**config.mk**
```make
export PLATFORM = sky130hd
export DESIGN_NAME = mem_fill_arbiter_flat
export DESIGN_NICKNAME = d
export VERILOG_FILES = /design/src/rtl/mem_fill_arbiter_if.sv /design/src/rtl/mem_fill_arbiter.sv /design/src/flat_wrapper.sv
export SDC_FILE = /design/constraint.sdc
export NUM_CORES = 1
export LEC_CHECK = 0
export ABC_CLOCK_PERIOD_IN_PS = 1000
export BUFFER_PORTS_ARGS = -buffer_cell sky130_fd_sc_hd__buf_4
export CAP_MARGIN = 15
export CORE_MARGIN = 1
export CORE_UTILIZATION = 27
export DETAILED_ROUTE_END_ITERATION = 10
export PLACE_DENSITY = 0.78
export SLEW_MARGIN = 20
export SYNTH_ARGS = -nofsm -noshare
export SYNTH_HDL_FRONTEND = slang
export SYNTH_SLANG_ARGS = --single-unit
```
**constraint.sdc**
```tcl
create_clock -name clk -period 1 [get_ports clk]
set_input_delay 0.1 -clock clk [delete_from_list [all_inputs] [get_ports clk]]
set_output_delay 0.1 -clock clk [all_outputs]
set_load 0.02 [all_outputs]
```
**src/rtl/mem_fill_arbiter_if.sv**
```systemverilog
// Bundle of client handshakes and memory port signals seen by mem_fill_arbiter.
// The slave modport is the arbiter's view; master is the surrounding system's view.
interface mem_fill_arbiter_if #(
  parameter int ADDR_W = 16,
  parameter int DATA_W = 16
);
  // I-cache fill client
  logic              i_req;
  logic              i_rd;
  logic [ADDR_W-1:0] i_addr;
  logic              i_grant;
  logic [DATA_W-1:0] i_data;
  logic              i_data_valid;
  // D-cache fill client and write-through store path
  logic              d_req;
  logic              d_rd;
  logic [ADDR_W-1:0] d_addr;
  logic              d_grant;
  logic [DATA_W-1:0] d_data;
  logic              d_data_valid;
  logic              d_wr;
  logic [ADDR_W-1:0] d_wr_addr;
  logic [DATA_W-1:0] d_wr_data;
  logic              d_wr_done;
  // Shared pipelined memory
  logic              mem_enable;
  logic              mem_wr;
  logic [ADDR_W-1:0] mem_addr;
  logic [DATA_W-1:0] mem_wdata;
  logic [DATA_W-1:0] mem_data_in;
  logic              mem_data_valid;

  modport slave (
    input  i_req, i_rd, i_addr, d_req, d_rd, d_addr,
           d_wr, d_wr_addr, d_wr_data, mem_data_in, mem_data_valid,
    output i_grant, i_data, i_data_valid, d_grant, d_data, d_data_valid,
           d_wr_done, mem_enable, mem_wr, mem_addr, mem_wdata
  );

  modport master (
    output i_req, i_rd, i_addr, d_req, d_rd, d_addr,
           d_wr, d_wr_addr, d_wr_data, mem_data_in, mem_data_valid,
    input  i_grant, i_data, i_data_valid, d_grant, d_data, d_data_valid,
           d_wr_done, mem_enable, mem_wr, mem_addr, mem_wdata
  );
endinterface

```
**src/rtl/mem_fill_arbiter.sv**
```systemverilog
// Arbitrates the single pipelined data memory between the I-fill and D-fill
// FSMs, inserts single-cycle D-side write-through stores, and steers each
// returning read word to its issuer through an in-flight owner tag pipeline.
module mem_fill_arbiter #(
  parameter int ADDR_W  = 16,
  parameter int DATA_W  = 16,
  parameter int MEM_LAT = 4
) (
  input  logic               clk,
  input  logic               rst,
  mem_fill_arbiter_if.slave  arb
);

  typedef enum logic [1:0] {IDLE, GNT_I, GNT_D, WRITE} state_e;

  state_e             state_q, state_d;

  logic               mem_en_c;
  logic               mem_wr_c;
  logic [ADDR_W-1:0]  mem_addr_c;
  logic [DATA_W-1:0]  mem_wdata_c;
  logic               wr_done_c;

  // Tag pipeline: valid marks a read in flight, owner is 1 for D, 0 for I
  logic [MEM_LAT-1:0] tag_vld_q, tag_vld_d;
  logic [MEM_LAT-1:0] tag_own_q, tag_own_d;
  logic               rd_issue;
  logic               rd_owner;

  // State register
  always_ff @(posedge clk) begin
    if (rst) state_q <= IDLE;
    else     state_q <= state_d;
  end

  // Next-state: stores win in IDLE, D beats I, grants held until released, round-robin on release
  always_comb begin
    state_d = state_q;
    unique case (state_q)
      IDLE: begin
        if (arb.d_wr)       state_d = WRITE;
        else if (arb.d_req) state_d = GNT_D;
        else if (arb.i_req) state_d = GNT_I;
      end
      GNT_I: begin
        if (!arb.i_req) state_d = arb.d_req ? GNT_D : IDLE;
      end
      GNT_D: begin
        if (!arb.d_req) begin
          if (arb.i_req)     state_d = GNT_I;
          else if (arb.d_wr) state_d = WRITE;
          else               state_d = IDLE;
        end
      end
      WRITE:   state_d = IDLE;
      default: state_d = IDLE;
    endcase
  end

  // Memory port drive: owner's read strobe passes through; the other client's strobe is ignored
  always_comb begin
    mem_en_c    = 1'b0;
    mem_wr_c    = 1'b0;
    mem_addr_c  = '0;
    mem_wdata_c = '0;
    wr_done_c   = 1'b0;
    unique case (state_q)
      GNT_I: begin
        mem_en_c   = arb.i_rd;
        mem_addr_c = arb.i_rd ? arb.i_addr : '0;
      end
      GNT_D: begin
        mem_en_c   = arb.d_rd;
        mem_addr_c = arb.d_rd ? arb.d_addr : '0;
      end
      WRITE: begin
        mem_en_c    = 1'b1;
        mem_wr_c    = 1'b1;
        mem_addr_c  = arb.d_wr_addr;
        mem_wdata_c = arb.d_wr_data;
        wr_done_c   = 1'b1;
      end
      default: ;
    endcase
  end

  assign rd_issue = mem_en_c & ~mem_wr_c;
  assign rd_owner = (state_q == GNT_D);

  // Tag next-state: load the current read's owner at stage 0 and shift toward the tail
  always_comb begin
    tag_vld_d    = '0;
    tag_own_d    = '0;
    tag_vld_d[0] = rd_issue;
    tag_own_d[0] = rd_owner;
    for (int k = 1; k < MEM_LAT; k++) begin
      tag_vld_d[k] = tag_vld_q[k-1];
      tag_own_d[k] = tag_own_q[k-1];
    end
  end

  // Tag valid bits are cleared on reset so late memory returns are discarded
  always_ff @(posedge clk) begin
    if (rst) tag_vld_q <= '0;
    else     tag_vld_q <= tag_vld_d;
  end

  // Tag owner bits only matter when the matching valid bit is set
  always_ff @(posedge clk) begin
    tag_own_q <= tag_own_d;
  end

  assign arb.i_grant      = (state_q == GNT_I);
  assign arb.d_grant      = (state_q == GNT_D);
  assign arb.d_wr_done    = wr_done_c;
  assign arb.mem_enable   = mem_en_c;
  assign arb.mem_wr       = mem_wr_c;
  assign arb.mem_addr     = mem_addr_c;
  assign arb.mem_wdata    = mem_wdata_c;

  assign arb.i_data       = arb.mem_data_in;
  assign arb.d_data       = arb.mem_data_in;
  assign arb.i_data_valid = arb.mem_data_valid & tag_vld_q[MEM_LAT-1] & ~tag_own_q[MEM_LAT-1];
  assign arb.d_data_valid = arb.mem_data_valid & tag_vld_q[MEM_LAT-1] &  tag_own_q[MEM_LAT-1];

endmodule

```
**src/flat_wrapper.sv**
```systemverilog
// flat-port wrapper written by rule: the top's interface ports become plain ports
module mem_fill_arbiter_flat 
#(
  parameter int ADDR_W  = 16,
  parameter int DATA_W  = 16,
  parameter int MEM_LAT = 4
)
  (clk, rst, arb_i_req, arb_i_rd, arb_i_addr, arb_d_req, arb_d_rd, arb_d_addr, arb_d_wr, arb_d_wr_addr, arb_d_wr_data, arb_mem_data_in, arb_mem_data_valid, arb_i_grant, arb_i_data, arb_i_data_valid, arb_d_grant, arb_d_data, arb_d_data_valid, arb_d_wr_done, arb_mem_enable, arb_mem_wr, arb_mem_addr, arb_mem_wdata);
  mem_fill_arbiter_if #(.ADDR_W(ADDR_W), .DATA_W(DATA_W)) arb_i ();
  input  logic clk;
  input  logic rst;
  input wire logic [$bits(arb_i.i_req)-1:0] arb_i_req;
  input wire logic [$bits(arb_i.i_rd)-1:0] arb_i_rd;
  input wire logic [$bits(arb_i.i_addr)-1:0] arb_i_addr;
  input wire logic [$bits(arb_i.d_req)-1:0] arb_d_req;
  input wire logic [$bits(arb_i.d_rd)-1:0] arb_d_rd;
  input wire logic [$bits(arb_i.d_addr)-1:0] arb_d_addr;
  input wire logic [$bits(arb_i.d_wr)-1:0] arb_d_wr;
  input wire logic [$bits(arb_i.d_wr_addr)-1:0] arb_d_wr_addr;
  input wire logic [$bits(arb_i.d_wr_data)-1:0] arb_d_wr_data;
  input wire logic [$bits(arb_i.mem_data_in)-1:0] arb_mem_data_in;
  input wire logic [$bits(arb_i.mem_data_valid)-1:0] arb_mem_data_valid;
  output wire logic [$bits(arb_i.i_grant)-1:0] arb_i_grant;
  output wire logic [$bits(arb_i.i_data)-1:0] arb_i_data;
  output wire logic [$bits(arb_i.i_data_valid)-1:0] arb_i_data_valid;
  output wire logic [$bits(arb_i.d_grant)-1:0] arb_d_grant;
  output wire logic [$bits(arb_i.d_data)-1:0] arb_d_data;
  output wire logic [$bits(arb_i.d_data_valid)-1:0] arb_d_data_valid;
  output wire logic [$bits(arb_i.d_wr_done)-1:0] arb_d_wr_done;
  output wire logic [$bits(arb_i.mem_enable)-1:0] arb_mem_enable;
  output wire logic [$bits(arb_i.mem_wr)-1:0] arb_mem_wr;
  output wire logic [$bits(arb_i.mem_addr)-1:0] arb_mem_addr;
  output wire logic [$bits(arb_i.mem_wdata)-1:0] arb_mem_wdata;
  assign arb_i.i_req = arb_i_req;
  assign arb_i.i_rd = arb_i_rd;
  assign arb_i.i_addr = arb_i_addr;
  assign arb_i.d_req = arb_d_req;
  assign arb_i.d_rd = arb_d_rd;
  assign arb_i.d_addr = arb_d_addr;
  assign arb_i.d_wr = arb_d_wr;
  assign arb_i.d_wr_addr = arb_d_wr_addr;
  assign arb_i.d_wr_data = arb_d_wr_data;
  assign arb_i.mem_data_in = arb_mem_data_in;
  assign arb_i.mem_data_valid = arb_mem_data_valid;
  assign arb_i_grant = arb_i.i_grant;
  assign arb_i_data = arb_i.i_data;
  assign arb_i_data_valid = arb_i.i_data_valid;
  assign arb_d_grant = arb_i.d_grant;
  assign arb_d_data = arb_i.d_data;
  assign arb_d_data_valid = arb_i.d_data_valid;
  assign arb_d_wr_done = arb_i.d_wr_done;
  assign arb_mem_enable = arb_i.mem_enable;
  assign arb_mem_wr = arb_i.mem_wr;
  assign arb_mem_addr = arb_i.mem_addr;
  assign arb_mem_wdata = arb_i.mem_wdata;
  mem_fill_arbiter #(.ADDR_W(ADDR_W), .DATA_W(DATA_W), .MEM_LAT(MEM_LAT)) u_core (.clk(clk), .rst(rst), .arb(arb_i));
endmodule
```
Word-level counts from Yosys, hierarchy flattened:

Cells that the tools add are included.

* flip-flop bits (word level): 10
* input bits: 88
* output and inout port bits: 71
* logic and storage cells: 32

* eq/ne operators: 6
* mux-type cells: 15
* bitwise operators: 6
* reduce and logical (&&, ||, !) cells: 2

Operators with widths (number)
* two-way mux 16 bit: 3
* case mux 16 bit (3 select lines): 1
* two-way mux 2 bit: 8
* case mux 2 bit (4 select lines): 1
* AND 1 bit: 4
* == test 2 bit, second input constant: 2
* != test 2 bit, second input constant: 2
* != test 4 bit, second input constant: 1
* case mux 1 bit (3 select lines): 1
* AND reduction 3 bit: 1
* == test 2 x 1 -> 1 bit, second input constant: 1
* logical NOT 2 bit: 1
* NOT 1 bit: 2
* two-way mux 1 bit: 1

Logic depth before layout (Yosys ltp):

* word-level depth: 4
* mapped depth: 5
* gate-level depth less buffers: 3

Worst setup path after synthesis:

Ideal clock, no wire load.

* path kind: reg2reg
* from: reg u_core.state_q[1]
* to: reg u_core.tag_own_q[0]
* library setup time: 0.147 ns
* arrival time: 1.129 ns
* data required time: 0.853 ns
* slack: -0.276 ns
* cell stages (with the launch flop): 4
* path buffers: 2
* path through: dfxtp_1 -> clkbuf_1 -> clkbuf_1 -> nor2b_1

* longest elaborated chain between the ends: 1

RTL lines
* start: declaration: RTL line mem_fill_arbiter.sv:16 `state_e state_q, state_d;`
* start signal: assignment: RTL line mem_fill_arbiter.sv:33 `else state_q <= state_d;`
* == test 2 bit
* via arb_d_grant: RTL line flat_wrapper.sv:26 `output wire logic [$bits(arb_i.d_grant)-1:0] arb_d_grant;`
* end signal: assignment: RTL line mem_fill_arbiter.sv:110 `tag_own_q <= tag_own_d;`
* end: declaration: RTL line mem_fill_arbiter.sv:26 `logic [MEM_LAT-1:0] tag_own_q, tag_own_d;`

The timed path passes the listed nets, and every way through them passes these cells.
A chain may end at the register's enable or synchronous reset.

Worst setup path after layout:

* from: reg u_core.state_q[1]
* to: out arb_mem_addr[4]

* longest elaborated chain between the ends: 2

RTL lines
* == test 2 bit or == test 2 x 1 -> 1 bit (tied branches): RTL line mem_fill_arbiter.sv:67 `unique case (state_q)`
* case mux 16 bit (3 select lines) (*): RTL line mem_fill_arbiter.sv:67
* end: declaration: RTL line flat_wrapper.sv:32 `output wire logic [$bits(arb_i.mem_addr)-1:0] arb_mem_addr;`

Mark *: on every way between the ends. The rest lies on a longest branch, timed or not.

==> flow_metrics.env <==
export IMPL_cts_buffers=3
export IMPL_vdd_ir_drop_worst_mv=0.514
export IMPL_worstMarginPinSlew_ns=0.228
export IMPL_violations="setup timing"
export IMPL_drc=0
export IMPL_yosys_cell_types_count=23
export IMPL_io_buffers=110
export IMPL_cts_tree="built"
export IMPL_core_area_mm2=0.00374
export IMPL_fin_crit_ns=1.49
export IMPL_hold_violations=0
export IMPL_hp_class="primary input to register"
export IMPL_reg2reg_depth=5
export IMPL_worstSkewPairLatency_ns=0.23
export IMPL_first_pass_iters=4
export IMPL_final_cell_mix="87 x buf_4, 37 x buf_6, 17 x nand2_1, 16 x nand2_2"
export IMPL_fp_row_count=22
export IMPL_status="finished, violations left"
export IMPL_pin_count=159
export IMPL_num_antenna_cells=0
export IMPL_grt_pass1_vias=1266
export IMPL_fillers=353
export IMPL_areaGrowthSynthToFinish_pct=95.6
export IMPL_reg2reg_from="u_core.state_q[1]"
export IMPL_antenna_found_initial=0
export IMPL_synth_top_cell_area_share=0.237
export IMPL_yosysSeqAreaShare=0.186
export IMPL_die_w_um=65.1
export IMPL_finalWorstSetupSlack_ns=-0.493
export IMPL_syn_nets=229
export IMPL_post_route_cell_area_mm2=0.00210
export IMPL_overflow=0
export IMPL_worstHoldStart="rst"
export IMPL_r2r_end="u_core.tag_vld_q[0]"
export IMPL_synth_area_leader_cell="buf_4"
export IMPL_whs_path_depth=2
export IMPL_drive_above_1_share=0.802
export IMPL_synth_edf_count=0
export IMPL_start_util=0.287
export IMPL_via_per_inst=4.56
export IMPL_synthCells=141
export IMPL_root_buffer="clkbuf_8"
export IMPL_yosysWarnings=0
export IMPL_holdPathEnd="u_core.tag_vld_q[0]"
export IMPL_crit_path_start_kind="register"
export IMPL_slew_headroom=0.848
export IMPL_p_per_area_mw_per_mm2=1000
export IMPL_cp_max_fo=8
export IMPL_final_common_cell="buf_4"
export IMPL_wl_mm=3.38
export IMPL_synth_area_leaders="buf_4 24%, dfxtp_1 19%, a22oi_2 12%"
export IMPL_first_iter_violations=20
export IMPL_synth_ff_type="dfxtp_1"
export IMPL_clk_pin_slew_worst_paths_ns=0.04
export IMPL_criticalPathCategory="register to output pin"
export IMPL_ant_nets=0
export IMPL_finalSetupViolCount=40
export IMPL_rsz0062_at_grt="true"
export IMPL_r2r_slack_ns=-0.17
export IMPL_hold_ws_ns=0.0874
export IMPL_htreeDepth=1
export IMPL_required_ns=0.90
export IMPL_grt_max_degree=20
export IMPL_dieArea_mm2=0.00424
export IMPL_fin_skew_ns=0.000550
export IMPL_synth_area_mm2=0.00107
export IMPL_p_total_mw=2.11
export IMPL_cellLeakagePower_nw=1.06
export IMPL_gp_congestion=0.677
export IMPL_synth_seq_cells=10
export IMPL_die_h_um=65.1
export IMPL_nNetsFinal=317
export IMPL_crit_arrival_ns=1.39
export IMPL_clock_fmax_mhz=670
export IMPL_tns_ns=-12.34
export IMPL_wire_per_inst_um=12.3
export IMPL_cap_violations=0
export IMPL_cp_end_kind="output pin"
export IMPL_num_vias=1254
export IMPL_clock_sinks=10
export IMPL_dpl_cell_area_mm2=0.00176
export IMPL_ctsHoldBuffers=0
export IMPL_period_share=1.49
export IMPL_grt_first_pass_wirelength_mm=5.20
export IMPL_finalMaxSlewViolations=0
export IMPL_synth_async_reset_ratio=0
export IMPL_cts_buffer_depth=2
export IMPL_grt_usage=0.155
export IMPL_avgSynthCellArea_um2=7.62
export IMPL_dpl_hpwl_mm=2.47
metrics by stage:
stage | setup slack (ns) | instances | utilization
after floorplan | -0.115 | 141 | -
after global placement | -0.265 | 266 | 0.471
after detailed placement | -0.303 | 266 | 0.471
after CTS | -0.480 | 274 | 0.559
after global routing | -0.566 | 275 | 0.561
final | -0.493 | 275 | 0.561
cell usage after synthesis (2+ instances only):
library cell and instances:
dfxtp_1 10, nor2b_1 5, a22oi_1 6, buf_4 34
a22oi_2 10, buf_6 2, buf_12 2, nand2_1 33
nor2_1 3, and3b_1 2, clkbuf_1 4, and3_1 17
a21oi_1 3
what timing repair did:
| item | 4_1_cts | 5_1_grt |
|---|---|---|
| gates cloned | 2 | 0 |
| resized for setup | 63 | 2 |
| pin swaps | 5 | 6 |
| endpoints found under the setup margin | 40 | 40 |
| buffers inserted | 3 | 2 |
| hold endpoints to repair | 0 | 0 |
metal layers:
layer | global-route usage | share of wire
met1 | 0.153 | 0.35
met2 | 0.305 | 0.52
met3 | 0.0625 | 0.12
met4 | 0.0272 | 0.0047
met5 | 0 | 0
state kept, by name, summed over array words and instances (netlist names):
name              flops
u_core.tag_own_q      4
u_core.state_q        2
u_core.tag_vld_q      4
logic make-up (layout without fill, tap and decap cells):
family,after synthesis,count (layout),synth area share
and+or+nand+nor,65,65,0.305
buffers and inverters,44,130,0.318
AOI/OAI and AO/OA,22,22,0.191
DFF,10,10,0.186
report_power, final:
part | internal [mW] | switching, mW
registers | 0.447 | 0.0169
logic | 0.701 | 0.552
clock network | 0.261 | 0.130
cell type report:
class                   instances  area (um2)  share of cell area
well taps                      48        60.1              0.0286
repair buffers                126        1120               0.532
inverters                       1        3.75             0.00179
flip-flops and latches         10         205              0.0976
clock buffers                   3        41.3              0.0196
multi-input cells              87         674               0.321
critical path, cell delays in order (launching register included):
cell and delay [ns]:
dfxtp_2 0.33, and3b_2 0.28, buf_6 0.16, a22oi_2 0.19, nand2_2 0.07, buf_6 0.13
worst max-delay path by stage:
stage,from,endpoint,slack [ns]
floorplan,u_core.state_q[1],arb_mem_addr[11],-0.12
global placement,u_core.state_q[1],arb_mem_addr[4],-0.26
detailed placement,u_core.state_q[1],arb_mem_addr[4],-0.30
CTS,u_core.state_q[1],arb_mem_addr[4],-0.48
global route,u_core.state_q[1],arb_mem_addr[12],-0.57
finish,u_core.state_q[1],arb_mem_addr[4],-0.49
Note: power is estimated with default switching activity, not from simulation.
